==> src/rtl/shift_add_mult.sv <==
// Sequential shift-and-add multiplier, one multiplier bit per clock.
// Ports: i_clk, i_rst (async high), i_clear (sync abort),
//   i_valid/o_ready/i_a/i_b/i_signed operand side,
//   o_valid/i_ready/o_product result side, o_busy while stepping.
module shift_add_mult #(
  parameter int NB_DATA = 8
) (
  input  logic                   i_clk,
  input  logic                   i_rst,
  input  logic                   i_clear,
  input  logic                   i_valid,
  output logic                   o_ready,
  input  logic [NB_DATA-1:0]     i_a,
  input  logic [NB_DATA-1:0]     i_b,
  input  logic                   i_signed,
  output logic                   o_busy,
  output logic                   o_valid,
  input  logic                   i_ready,
  output logic [2*NB_DATA-1:0]   o_product
);

  localparam int NB_CNT = (NB_DATA > 2) ? $clog2(NB_DATA) : 1;
  localparam logic [NB_CNT-1:0] LAST = NB_CNT'(NB_DATA - 1);

  typedef enum logic [1:0] {
    IDLE,
    MULT,
    DONE
  } state_t;

  state_t               state;
  logic [NB_DATA-1:0]   mcand;
  logic [NB_DATA-1:0]   mplier;
  logic [2*NB_DATA-1:0] acc;
  logic                 neg;
  logic [NB_CNT-1:0]    cnt;

  logic [NB_DATA-1:0]   a_mag;
  logic [NB_DATA-1:0]   b_mag;
  logic [NB_DATA-1:0]   addend;
  logic [NB_DATA:0]     sum;
  logic [2*NB_DATA-1:0] acc_nxt;

  // Magnitudes are held unsigned; the most negative value
  // maps onto 2^(NB_DATA-1), which still fits in NB_DATA bits.
  always_comb begin
    a_mag = i_a;
    b_mag = i_b;
    if (i_signed && i_a[NB_DATA-1])
      a_mag = ~i_a + NB_DATA'(1);
    if (i_signed && i_b[NB_DATA-1])
      b_mag = ~i_b + NB_DATA'(1);
    addend = mplier[0] ? mcand : '0;
    sum = {1'b0, acc[2*NB_DATA-1:NB_DATA]} + {1'b0, addend};
    // Carry re-enters at the top as the pair shifts right.
    acc_nxt = {sum, acc[NB_DATA-1:1]};
  end

  always_ff @(posedge i_clk or posedge i_rst) begin
    if (i_rst) begin
      state     <= IDLE;
      mcand     <= '0;
      mplier    <= '0;
      acc       <= '0;
      neg       <= 1'b0;
      cnt       <= '0;
      o_product <= '0;
    end else if (i_clear) begin
      state     <= IDLE;
      cnt       <= '0;
      o_product <= '0;
    end else begin
      case (state)
        IDLE: begin
          if (i_valid) begin
            mcand  <= a_mag;
            mplier <= b_mag;
            neg    <= i_signed & (i_a[NB_DATA-1] ^ i_b[NB_DATA-1]);
            cnt    <= '0;
            acc    <= '0;
            state  <= MULT;
          end
        end
        MULT: begin
          acc    <= acc_nxt;
          mplier <= mplier >> 1;
          cnt    <= cnt + NB_CNT'(1);
          if (cnt == LAST) begin
            o_product <= neg ? (~acc_nxt + (2*NB_DATA)'(1))
                             : acc_nxt;
            state     <= DONE;
          end
        end
        DONE: begin
          if (i_ready)
            state <= IDLE;
        end
        default: state <= IDLE;
      endcase
    end
  end

  assign o_busy  = (state == MULT);
  assign o_valid = (state == DONE);
  assign o_ready = (state == IDLE) && !i_rst;

endmodule

==> config.mk <==
export PLATFORM = sky130hd
export DESIGN_NAME = shift_add_mult
export DESIGN_NICKNAME = d
export VERILOG_FILES = /design/src/rtl/shift_add_mult.sv
export SDC_FILE = /design/constraint.sdc
export NUM_CORES = 1
export LEC_CHECK = 0
export CORE_MARGIN = 2
export CORE_UTILIZATION = 52
export CTS_BUF_LIST = sky130_fd_sc_hd__clkbuf_2 sky130_fd_sc_hd__clkbuf_4 sky130_fd_sc_hd__clkbuf_8
export DETAILED_ROUTE_END_ITERATION = 6
export HOLD_SLACK_MARGIN = 0.03
export PLACE_DENSITY = 0.79
export SYNTH_ARGS = -nofsm -noshare
export SYNTH_HDL_FRONTEND = slang
export SYNTH_SLANG_ARGS = --single-unit
==> constraint.sdc <==
create_clock -name i_clk -period 3.1 [get_ports i_clk]
set_clock_uncertainty 0.1 [all_clocks]
set_input_delay 0.775 -clock i_clk [delete_from_list [all_inputs] [get_ports i_clk]]
set_output_delay 0.775 -clock i_clk [all_outputs]
set_load 0.005 [all_outputs]
==> impl_metrics.py, run 1 <==
metrics = {
    "timing": {
        "finalSetupViolations": 0,
        "tns_ns": 0,
        "worst_slack_ns": 0.176,
        "rsz0062_at_grt": "no",
        "maxSlewHeadroom_pct": 59.6,
        "fin_crit_sh_pct": 94.3,
        "hold_viol_final": 0,
        "slew_viol_final": 0,
        "min_period_ns": 2.92,
        "worstMarginPinSlew_ns": 0.600,
        "timing.fmax_mhz": 342,
    },
    "worst_setup_path": {
        "critPathBufInv": 0,
        "r2r-start": "mcand[0]",
        "reg2reg_setup_slack_ns": 0.18,
        "slowest_delay_ns": 0.44,
        "worst-setup-path-type": "flip-flop to flip-flop",
        "endpoint_kind": "flip-flop",
        "startpoint_type": "flip-flop",
        "ff2ff_path_depth": 9,
        "cp_top_family": "compound AO/OA/AOI/OAI gates",
        "crit_arrival_ns": 3.03,
        "path_cells": "and2_1 -> ha_1 -> fa_2 -> xor2_1 -> or4_4 -> a221o_1 -> o41ai_2 -> xor2_1 -> o21ai_1",
        "critPathMaxFanout": 4,
        "crit_path_frequent_cell": "xor2_1",
        "crit_slowest_cell": "or4_4",
        "cp.required_ns": 3.21,
        "reg2reg_to": "o_product[14]",
    },
    "detailed_routing": {
        "num_vias": 2518,
        "postRouteAntennaNets": 0,
        "via_per_inst": 5.62,
        "routed_wl_um": 6050,
        "drc": 0,
        "drt_iter0_drc": 147,
        "first_pass_iters": 5,
        "post_drt_wl_per_cell_um": 13.5,
    },
    "global_route": {
        "grt_pass1_wl_um": 10500,
        "grt_start_max_net_pins": 31,
        "grt_pass1_vias": 2367,
        "overflow": 0,
        "antenna_found_initial": 0,
        "grt_usage_pct": 20.6,
    },
    "cells_and_area": {
        "syn2layout_area_growth_pct": 20.9,
        "fin_nets": 411,
        "drive_gt1_share_pct": 7.71,
        "fillers": 497,
        "antenna_cells": 0,
        "stdcell_count": 448,
    },
    "place": {
        "dp.cells": 440,
        "hpwl_um": 4540,
        "portBuffers": 40,
        "dp_slack_ns": 0.143,
        "gp_congestion": 0.807,
    },
    "yosys": {
        "synthMuxAreaShare_pct": 1.67,
        "yosys_warnings": 0,
        "synth_top_family_by_area": "compound AO/OA/AOI/OAI gates",
        "syn-num-nets": 370,
        "synth_fa_ha_area_share_pct": 5.95,
        "synth_compound_area_share_pct": 22.4,
        "yosysSeqAreaShare_pct": 43.2,
        "avgSynthCellArea_um2": 9.19,
        "ys_ff_latch": 53,
        "synth_edf_count": 0,
        "synth_xor_area_share_pct": 6.85,
        "synthArstFlopShare_pct": 100,
        "synth_ff_type": "dfrtp_1",
        "netlist_instances": 334,
        "synth.largest_area_cell": "dfrtp_1",
        "synth_cell_types": 51,
        "synth_top_area_share_pct": 43.2,
        "netlist_area_um2": 3070,
        "synth_area_leaders": "dfrtp_1 43%, ha_1 5.3%, o21ai_0 5.1%, a22o_1 4.3%, nand2_1 4.2%",
        "synth-simple-area-share_pct": 16.8,
    },
    "cts": {
        "cts_root_buffer": "clkbuf_8",
        "cts_max_level": 2,
        "clk_path_buf_depth": 2,
        "cts_buffers": 5,
        "ctsHoldBuffers": 0,
        "cts_sinks": 53,
        "clk_pin_slew_ns": 0.10,
        "cts_tree": "yes",
        "clock_latency_ns": 0.31,
    },
    "min_path": {
        "min_to": "o_product[6]",
        "min_path_cells": 2,
        "hp-start": "o_product[6]",
        "min_path_type": "flip-flop to flip-flop",
    },
    "floorplanning": {
        "start_util_pct": 54.7,
        "fp-row-count": 27,
        "fp.coreArea_um2": 5610,
        "die-area_um2": 6530,
        "io_pins": 41,
        "die_x_um": 80.8,
        "fp.dieH_um": 80.8,
    },
    "pwr": {
        "p_int_mw": 1.28,
        "p_per_area_nw_per_um2": 504,
        "clockPowerShare_pct": 26.1,
        "ir_worst_vdd_mv": 0.215,
        "p_seq_share_pct": 43.1,
        "pwr-share-comb_pct": 30.8,
        "sw_frac_of_total_pct": 31.6,
        "switchingPower_mw": 0.591,
        "p_leak_nw": 1.66,
    },
    "run_status": {
        "status": "completed",
    },
    "run": {
        "drv_cap": 0,
    },
}
## kinds of logic (layout without fill, tap and decap cells)
group                      after synthesis  after routing
xor gates and xnor gates                24             24
adders and majority gates               14             14
DFF                                     53             53
buffers and inverters                   25             67
muxes                                    5              5
and+or+nand+nor                        108            108
AOI/OAI and AO/OA                      105            105
## final cells by class
type	instances	area (µm²)	area share (%)
Timing Repair Buffer	49	480	12.9
Sequential cell	53	1330	35.7
Inverter	10	37.5	1.01
Multi-Input combinational cell	256	1660	44.6
Tap cell	72	90.1	2.43
Clock buffer	6	82.6	2.23
Clock inverter	2	37.5	1.01
## registers in the layout, indices dropped and copies added, names as in the netlist
| name | cells |
|---|---|
| o_product | 16 |
| acc | 15 |
| mcand | 8 |
| mplier | 8 |
| cnt | 3 |
| state | 2 |
| neg | 1 |
## power groups by stage
stage,sequential (mW),combinational [mW],clock [mW]
2_1_floorplan,0.804,0.435,0
3_3_place_gp,0.820,0.562,0
3_5_place_dp,0.821,0.572,0
4_1_cts,0.807,0.576,0.504
5_1_grt,0.818,0.648,0.534
6_report,0.807,0.576,0.488
## cell usage in the layout (no fill, tap or decap), types with 9 or more instances in the layout
cell	Yosys	final
a21oi_1	24	24
a22o_1	15	15
and2_1	10	10
clkdlybuf4s50_1	0	40
dfrtp_1	53	53
ha_1	13	13
inv_1	10	9
nand2_1	34	34
nor2_1	27	27
o21ai_0	31	30
xnor2_1	10	10
xor2_1	14	14
## synthesized netlist by cell type, types with 2 or more instances
cell      number
mux2i_1        4
a211oi_1       3
xor2_1        14
nand2b_1       3
dfrtp_1       53
ha_1          13
a21oi_1       24
o21ai_1        3
and2_1        10
a31oi_1        2
buf_1          2
or3_1          7
xnor2_1       10
o31ai_1        5
a22o_1        15
nand3_1        7
nor3_1         8
o21bai_1       2
o21ai_0       31
a22oi_1        3
nor2b_1        3
inv_1         10
nor2_1        27
a21o_1         3
clkbuf_1      13
nand2_1       34
## tightest hold or removal path, stage by stage, from the launching register on
cell,delay [ns]
dfrtp_1,0.35
nand2_1,0.05
o21ai_0,0.06
## per-layer routing
| layer | vias to the layer above | GRT usage [%] | share of wire (%) |
|---|---|---|---|
| met1 | 1166 | 26.0 | 48 |
| met4 | 0 | 7.12 | 2.1 |
| met5 | - | 0 | 0 |
| li1 | 1281 | - | - |
| met2 | 59 | 35.3 | 46 |
| met3 | 12 | 3.89 | 3.8 |
## through the flow
step | area (µm²) | hold slack, ns | util, % | power, mW
after floorplan | 3070 | 0.350 | - | 1.24
after global placement | 3590 | 0.363 | 64.0 | 1.38
after detailed placement | 3590 | 0.373 | 64.0 | 1.39
after CTS | 3710 | 0.393 | 66.1 | 1.89
after global routing | 3710 | 0.414 | 66.2 | 2.00
final | 3710 | 0.386 | 66.2 | 1.87
## worst max-delay path by stage
| stage | from | end | slack [ns] | depth (start not counted) |
|---|---|---|---|---|
| final | mcand[0] | o_product[14] | 0.18 | 9 |
| after detailed placement | mcand[0] | o_product[14] | 0.14 | 9 |
| after global routing | mcand[0] | o_product[14] | 0.009 | 9 |
| after floorplan | mplier[0] | o_product[14] | 0.21 | 8 |
| after CTS | mcand[0] | o_product[14] | 0.12 | 9 |
| after global placement | mcand[0] | o_product[14] | 0.20 | 9 |
## repair_timing
item / in CTS / in global routing
setup buffers: 0 / 0
resized for setup: 0 / 1
setup endpoints to repair: 0 / 1
Power figures use the tool's default switching activity.
==> inputs of run 2 (changes only) <==
--- a/config.mk
+++ b/config.mk
@@ -9,6 +9,7 @@
 export CORE_UTILIZATION = 52
 export CTS_BUF_LIST = sky130_fd_sc_hd__clkbuf_2 sky130_fd_sc_hd__clkbuf_4 sky130_fd_sc_hd__clkbuf_8
 export DETAILED_ROUTE_END_ITERATION = 6
+export GPL_ROUTABILITY_DRIVEN = 1
 export HOLD_SLACK_MARGIN = 0.03
 export PLACE_DENSITY = 0.79
 export SYNTH_ARGS = -nofsm -noshare
==> results of run 2 <==
The final DEF is identical to that of run 1; final timing and power are the same.
==> inputs of run 3 (changes only) <==
--- a/config.mk
+++ b/config.mk
@@ -5,6 +5,8 @@
 export SDC_FILE = /design/constraint.sdc
 export NUM_CORES = 1
 export LEC_CHECK = 0
+export ABC_AREA = 1
+export CAP_MARGIN = 0
 export CORE_MARGIN = 2
 export CORE_UTILIZATION = 52
 export CTS_BUF_LIST = sky130_fd_sc_hd__clkbuf_2 sky130_fd_sc_hd__clkbuf_4 sky130_fd_sc_hd__clkbuf_8
==> run 3 against run 2 <==
  * Cell area up 2.5%
  * Count of clock-buffer cells in the layout up 1
  * Sequential share of layout area shrank 0.87 points
  * Non-clock buffer count down 5
==> impl_metrics.py, run 3 <==
metrics = {
    "run_status": {
        "status": "completed",
    },
    "floorplanning": {
        "io_pins": 41,
        "fp.coreArea_um2": 5960,
        "fp.dieH_um": 82.9,
        "start_util_pct": 54.4,
        "fp-row-count": 28,
        "die-area_um2": 6880,
        "die_x_um": 82.9,
    },
    "detailed_routing": {
        "via_per_inst": 5.28,
        "num_vias": 2832,
        "drc": 0,
        "drt_iter0_drc": 144,
        "post_drt_wl_per_cell_um": 12.4,
        "first_pass_iters": 4,
        "postRouteAntennaNets": 0,
        "routed_wl_um": 6660,
    },
    "worst_setup_path": {
        "cp.required_ns": 2.22,
        "path_cells": "clkdlybuf4s50_1 -> nor3_1 -> clkdlybuf4s50_1",
        "ff2ff_path_depth": 14,
        "startpoint_type": "input pin",
        "startpoint": "i_rst",
        "critPathMaxFanout": 2,
        "worst-setup-path-type": "input pin to primary output",
        "crit_path_frequent_cell": "clkdlybuf4s50_1",
        "endpoint_kind": "primary output",
        "r2r-start": "mplier[0]",
        "slowest_delay_ns": 0.53,
        "endpoint": "o_ready",
        "crit_slowest_cell": "clkdlybuf4s50_1",
        "crit_arrival_ns": 1.89,
        "reg2reg_to": "o_product[15]",
        "reg2reg_setup_slack_ns": 0.66,
    },
    "place": {
        "portBuffers": 40,
        "gp_congestion": 0.842,
        "hpwl_um": 5120,
    },
    "global_route": {
        "grt_usage_pct": 20.5,
        "grt_start_max_net_pins": 30,
        "grt_pass1_vias": 2690,
        "grt_pass1_wl_um": 11800,
        "overflow": 0,
        "antenna_found_initial": 0,
    },
    "yosys": {
        "syn-num-nets": 455,
        "synth_ff_type": "dfrtp_1",
        "yosysSeqAreaShare_pct": 40.9,
        "synth_area_leaders": "dfrtp_1 41%, nand2_1 12%, o21ai_0 6.3%, inv_1 5.1%, ha_1 5.0%",
        "synth_edf_count": 0,
        "synth_top_area_share_pct": 40.9,
        "synth.most_common_cell": "nand2_1",
        "synthArstFlopShare_pct": 100,
        "ys_ff_latch": 53,
        "netlist_area_um2": 3240,
        "avgSynthCellArea_um2": 7.73,
        "yosys_warnings": 0,
        "synth.largest_area_cell": "dfrtp_1",
        "synth_cell_types": 36,
        "netlist_instances": 419,
        "ys_top_cells_by_count": "105 x nand2_1, 53 x dfrtp_1, 44 x inv_1",
    },
    "timing": {
        "worstMarginPinSlew_ns": 0.525,
        "min_period_ns": 2.77,
        "whs_ns": 0.382,
        "finalSetupViolations": 0,
        "rsz0062_at_grt": "no",
        "slew_viol_final": 0,
        "tns_ns": 0,
        "hold_viol_final": 0,
        "timing.fmax_mhz": 361,
        "fin_crit_sh_pct": 89.2,
        "maxSlewHeadroom_pct": 65.0,
    },
    "run": {
        "drv_cap": 0,
    },
    "cts": {
        "cts_buffers": 5,
        "clk_path_buf_depth": 2,
        "clock_latency_ns": 0.31,
        "cts_resized": 0,
        "cts_max_level": 2,
        "ctsHoldBuffers": 0,
        "cts_sinks": 53,
        "cts_root_buffer": "clkbuf_8",
        "clk_pin_slew_ns": 0.09,
        "postCtsSetupRepairBufs": 0,
        "cts_tree": "yes",
    },
    "cells_and_area": {
        "multi_input_area_um2": 1630,
        "drive_gt1_share_pct": 11.3,
        "reg.largest.list": "o_product: 16 flops, acc: 15 flops",
        "antenna_cells": 0,
        "seq_area_um2": 1330,
        "final_common_cell": "nand2_1",
        "fin_nets": 496,
        "fillers": 562,
        "largest_reg_flops": 16,
        "syn2layout_area_growth_pct": 17.4,
        "regMostFlops": "o_product",
        "final_cell_mix": "105 x nand2_1, 53 x dfrtp_1, 43 x inv_1, 41 x o21ai_0, 40 x clkdlybuf4s50_1",
    },
    "pwr": {
        "p_leak_nw": 1.94,
        "p_per_area_nw_per_um2": 649,
        "ir_worst_vdd_mv": 0.255,
    },
    "min_path": {
        "min_path_type": "flip-flop to flip-flop",
    },
}
-- run 3: changes by cell type in the layout (fill, tap and decap cells not counted), sizes merged, moves of 8 or more --
| cell | before | now |
|---|---|---|
| nand3 | 7 | 24 |
| xnor2 | 10 | 1 |
| a21oi | 24 | 13 |
| inv | 10 | 56 |
| o21ai | 34 | 56 |
| a22o | 16 | 1 |
| nor2 | 27 | 35 |
| nand2 | 34 | 117 |
| and2 | 11 | 0 |
-- run 3: final cells by class --
type                       count  share of cell area, %
multi-input combinational    298                   42.9
sequential                    53                   34.9
timing repair buffer          44                   11.6
inverter                      58                   5.72
tap                           75                   2.47
clock buffer                   7                   2.20
clock inverter                 1                  0.197
-- run 3: through the flow --
stage / instances / instance area (µm²) / util (%) / total power [mW] / worst slack (ns)
finish: 536 / 3800 / 63.9 / 2.47 / 0.333
global route: 536 / 3800 / 63.9 / 2.69 / 0.314
CTS: 536 / 3800 / 63.9 / 2.47 / 0.338
detailed placement: 528 / 3710 / 62.3 / 2.08 / 0.345
global placement: 528 / 3710 / 62.3 / 2.03 / 0.364
floorplan: 419 / 3240 / - / 1.82 / 0.887
-- run 3: routing by layer --
| layer | vias to the layer above | wire [µm] | track usage [%] | part of all wire (%) |
|---|---|---|---|---|
| li1 | 1443 | - | - | - |
| met1 | 1320 | 3060 | 26.2 | 46 |
| met2 | 60 | 3270 | 35.9 | 49 |
| met3 | 9 | 229 | 2.88 | 3.4 |
| met4 | 0 | 97 | 6.26 | 1.5 |
| met5 | - | 0 | 0 | 0 |
-- run 3: worst min path at each step --
| stage | from | cells past startpoint | to | slack (ns) |
|---|---|---|---|---|
| finish | o_product[13] | 2 | o_product[13] | 0.38 |
| global route | o_product[9] | 2 | o_product[9] | 0.41 |
| CTS | o_product[14] | 2 | o_product[14] | 0.39 |
| detailed placement | o_product[6] | 2 | o_product[6] | 0.36 |
| global placement | o_product[13] | 2 | o_product[13] | 0.36 |
| floorplan | mcand[3] | 2 | mcand[3] | 0.35 |
-- run 3: cell families (layout without fill, tap and decap cells) --
| group | Yosys count | count (layout) | synth area share [%] |
|---|---|---|---|
| AOI/OAI and AO/OA | 88 | 88 | 15.1 |
| buffers and inverters | 68 | 110 | 8.69 |
| DFF | 53 | 53 | 40.9 |
| and+or+nand+nor | 186 | 186 | 26.9 |
| adders and majority gates | 14 | 14 | 5.64 |
| xor gates and xnor gates | 10 | 10 | 2.70 |
-- run 3: report_power, final --
| part | total [mW] | switching, mW | internal (mW) |
|---|---|---|---|
| clock network | 0.399 | 0.222 | 0.178 |
| logic | 1.15 | 0.736 | 0.416 |
| registers | 0.918 | 0.0976 | 0.820 |
-- run 3: critical path: cells and delay by family --
family	cells	cell delay (ns)
and+or+nand+nor	1	0.15
buffers and inverters	2	0.97
